<file path="src/rtl/vector_gate_pkg.sv">
// Shared types for the OR/NOT vector gate checker: FSM states, expected-output struct and its reference function.
package vector_gate_pkg;

    localparam int VG_W = 3;

    typedef enum logic [1:0] {ST_IDLE, ST_RUN, ST_DRAIN, ST_DONE} vrc_state_t;

    typedef struct packed {
        logic [VG_W-1:0]   bitwise;
        logic              logical;
        logic [2*VG_W-1:0] not_v;
    } vg_exp_t;

    // Golden behaviour of the gate: OR of both operands, nonzero test, and inverted operands with b on top.
    function automatic vg_exp_t vg_expected(input logic [VG_W-1:0] a, input logic [VG_W-1:0] b);
        vg_exp_t r;
        r.bitwise = a | b;
        r.logical = (a != '0) || (b != '0);
        r.not_v   = {~b, ~a};
        return r;
    endfunction

endpackage

</file>
<file path="src/rtl/vector_resp_checker_compare.sv">
// vrc_compare: combinational check of one registered gate response against the package reference function.
module vrc_compare
    import vector_gate_pkg::*;
#(
    parameter int W = VG_W
) (
    input  logic [W-1:0]   a_i,
    input  logic [W-1:0]   b_i,
    input  logic [W-1:0]   bitwise_i,
    input  logic           logical_i,
    input  logic [2*W-1:0] not_i,
    output logic           match_o
);

    vg_exp_t exp_s;

    assign exp_s   = vg_expected(a_i, b_i);
    assign match_o = (bitwise_i == exp_s.bitwise) &&
                     (logical_i == exp_s.logical) &&
                     (not_i == exp_s.not_v);

endmodule

</file>
<file path="config.mk">
export PLATFORM = sky130hd
export DESIGN_NAME = vrc_compare
export DESIGN_NICKNAME = d
export VERILOG_FILES = /design/src/rtl/vector_gate_pkg.sv /design/src/rtl/vector_resp_checker_compare.sv
export SDC_FILE = /design/constraint.sdc
export NUM_CORES = 1
export LEC_CHECK = 0
export ABC_AREA = 1
export BUFFER_PORTS_ARGS = -buffer_cell sky130_fd_sc_hd__clkbuf_2
export CORE_AREA = 2 2 39 41
export DETAILED_ROUTE_END_ITERATION = 16
export DIE_AREA = 0 0 41 43
export PLACE_DENSITY = 0.43
export SYNTH_ARGS = -nofsm -noshare
export SYNTH_HDL_FRONTEND = slang
export SYNTH_SLANG_ARGS = --single-unit
</file>
<file path="constraint.sdc">
create_clock -name vclk -period 1.21
set_input_delay 0.121 -clock vclk [all_inputs]
set_output_delay 0.121 -clock vclk [all_outputs]
set_load 0.01 [all_outputs]
</file>
==> results.yml <==
worst_hold_path:
  holdPathStages: 6
  hp-start: "logical_i"
  min_path_type: "in -> out"
routing:
  vias: 323
  drc: 0
  firstDrtPassIters: 3
  wl_met2_um: 208
  drt-met1-wl_um: 257
  ant_nets: 0
  wire_per_inst_um: 5.659
  wirelength_um: 498
  wl_met3_um: 32
  top_layer_used: "met3"
  routed_via_density: 3.670
  drt-initial-drc-count: 6
synth:
  yosysWarnings: 0
  syn-instance-count: 55
  syn_area_um2: 220.2
  syn_area_per_cell_um2: 4.004
  yosysTopAreaCell: "nand2_1"
  ys_types: 8
  synth-seq-area-share_pct: 0
  ys_top_cells_by_area: "nand2_1, inv_1, nor2_1"
  synth_top_cell_area_share_pct: 39.20
  synth_nets: 71
pwr:
  powerDensity_nw_per_um2: 250.7
  total_leakage_power_nw: 0.2391
  finalPower_mw: 0.08155
  peakVddDrop_mv: 0.05576
sta:
  hold_viol_final: 0
  finalCritPeriodShare_pct: 81.14
  tns_ps: 0
  rsz0062_at_grt: "no"
  period_needed_ps: 981.8
  timing.final.ws_setup_ps: 228.2
  worst_pin_slew_ps: 177.0
  hold_ws_ps: 643.3
  maxClockFrequency_ghz: 1.019
  slew_violations: 0
  relSlewSlack_pct: 88.15
  finalSetupViolations: 0
worst_setup_path:
  cp_data_required_time_ps: 1090
  startpoint: "a_i[0]"
  path_cells: "clkbuf_2 -> nand2_1 -> inv_1 -> nor2_1 -> nand2_1 -> nor2_1 -> nand2_1 -> nor2_1 -> clkbuf_2"
  start_kind: "input pin"
  critPathCaptureType: "output pin"
  crit_type: "in -> out"
  worst-path-max-fanout: 5
  crit_path_max_incr_delay_ps: 140
  arrival_ps: 860
  slowest_stage: "clkbuf_2"
grt:
  grt_max_degree: 6
  grt_first_pass_wirelength_um: 683
  grt_overflow: 0
  grt_pass1_vias: 207
  track_usage_pct: 5.195
  antenna_found_initial: 0
cells_and_area:
  design.seq.count: 0
  register_area_um2: 0
  final_area_um2: 325.3
  multiInputGateArea_um2: 171.4
  clock_buffers: 0
  drive_gt1_share_pct: 25.00
  layout.nets: 90
  fillers: 173
  antennaDiodeCount: 0
  syn_to_final_growth_pct: 47.73
status:
  outcome: "finished, final reports clean"
floorplanning:
  row_count: 14
  die_h_um: 43
  die_area_um2: 1763
  die_w_um: 41
  io_pins: 17
  initial_core_util_pct: 15.91
  core_um2: 1384
clock_tree:
  cts.repair.resized: 0
  post_cts_buffers: 0
  cts-hold-fix-buffers: 0
placement:
  place_ws_ps: 205.5
  placed_area_um2: 325.3
  gp_congestion: 0.6718
  io_buffers: 17
  dp_hpwl_um: 470.8
run:
  drv_cap: 0
-- cell usage in the layout (no fill, tap or decap) --
cell / n
clkbuf_2: 17
inv_1: 13
nand2_1: 23
nand3_1: 2
nand4_1: 1
nor2_1: 12
nor2_2: 1
o21ai_0: 2
o21bai_1: 1
-- cell type report --
type	instances	share of cell area, %
Inverter	13	15.00
Tap cell	16	6.154
Multi-Input combinational cell	42	52.69
Timing Repair Buffer	17	26.15
-- power by group --
| group | total (mW) | switching [mW] | internal [mW] | leakage, nW |
|---|---|---|---|---|
| clock network | 0 | 0 | 0 | 0 |
| logic | 0.0816 | 0.0431 | 0.0385 | 0.239 |
| registers | 0 | 0 | 0 | 0 |
| total | 0.0816 | 0.0431 | 0.0385 | 0.239 |
-- worst paths after layout --
| check | to | slack [ps] |
|---|---|---|
| min | match_o | 640 |
| max | match_o | 230 |
-- worst max-delay path, delay by kind of cell --
family	cells	cell delay [ps]
simple gates	6	450
buf+inv	3	280
-- synthesized netlist by cell type --
master and instances:
inv_1 13, nand2_1 23, nand3_1 2, nand4_1 1, nor2_1 12, nor2_2 1, o21ai_0 2, o21bai_1 1
-- kinds of logic (layout without fill, tap and decap cells) --
logic type      count (synthesis)  after routing  share of synthesized area (%)
buf+inv                        13             30                          22.16
simple gates                   39             39                          69.89
compound gates                  3              3                          7.956
-- routing by layer --
layer	track usage (%)	up-vias
met5	0	-
met4	0	0
met3	0	0
met2	9.063	9
met1	7.278	121
li1	-	193
-- metrics by stage --
step	cells	utilization [%]
CTS	88	23.51
floorplan	55	-
finish	88	23.51
global placement	88	23.51
detailed placement	88	23.51
global route	88	23.51
Note: power is estimated with default switching activity, not from simulation.
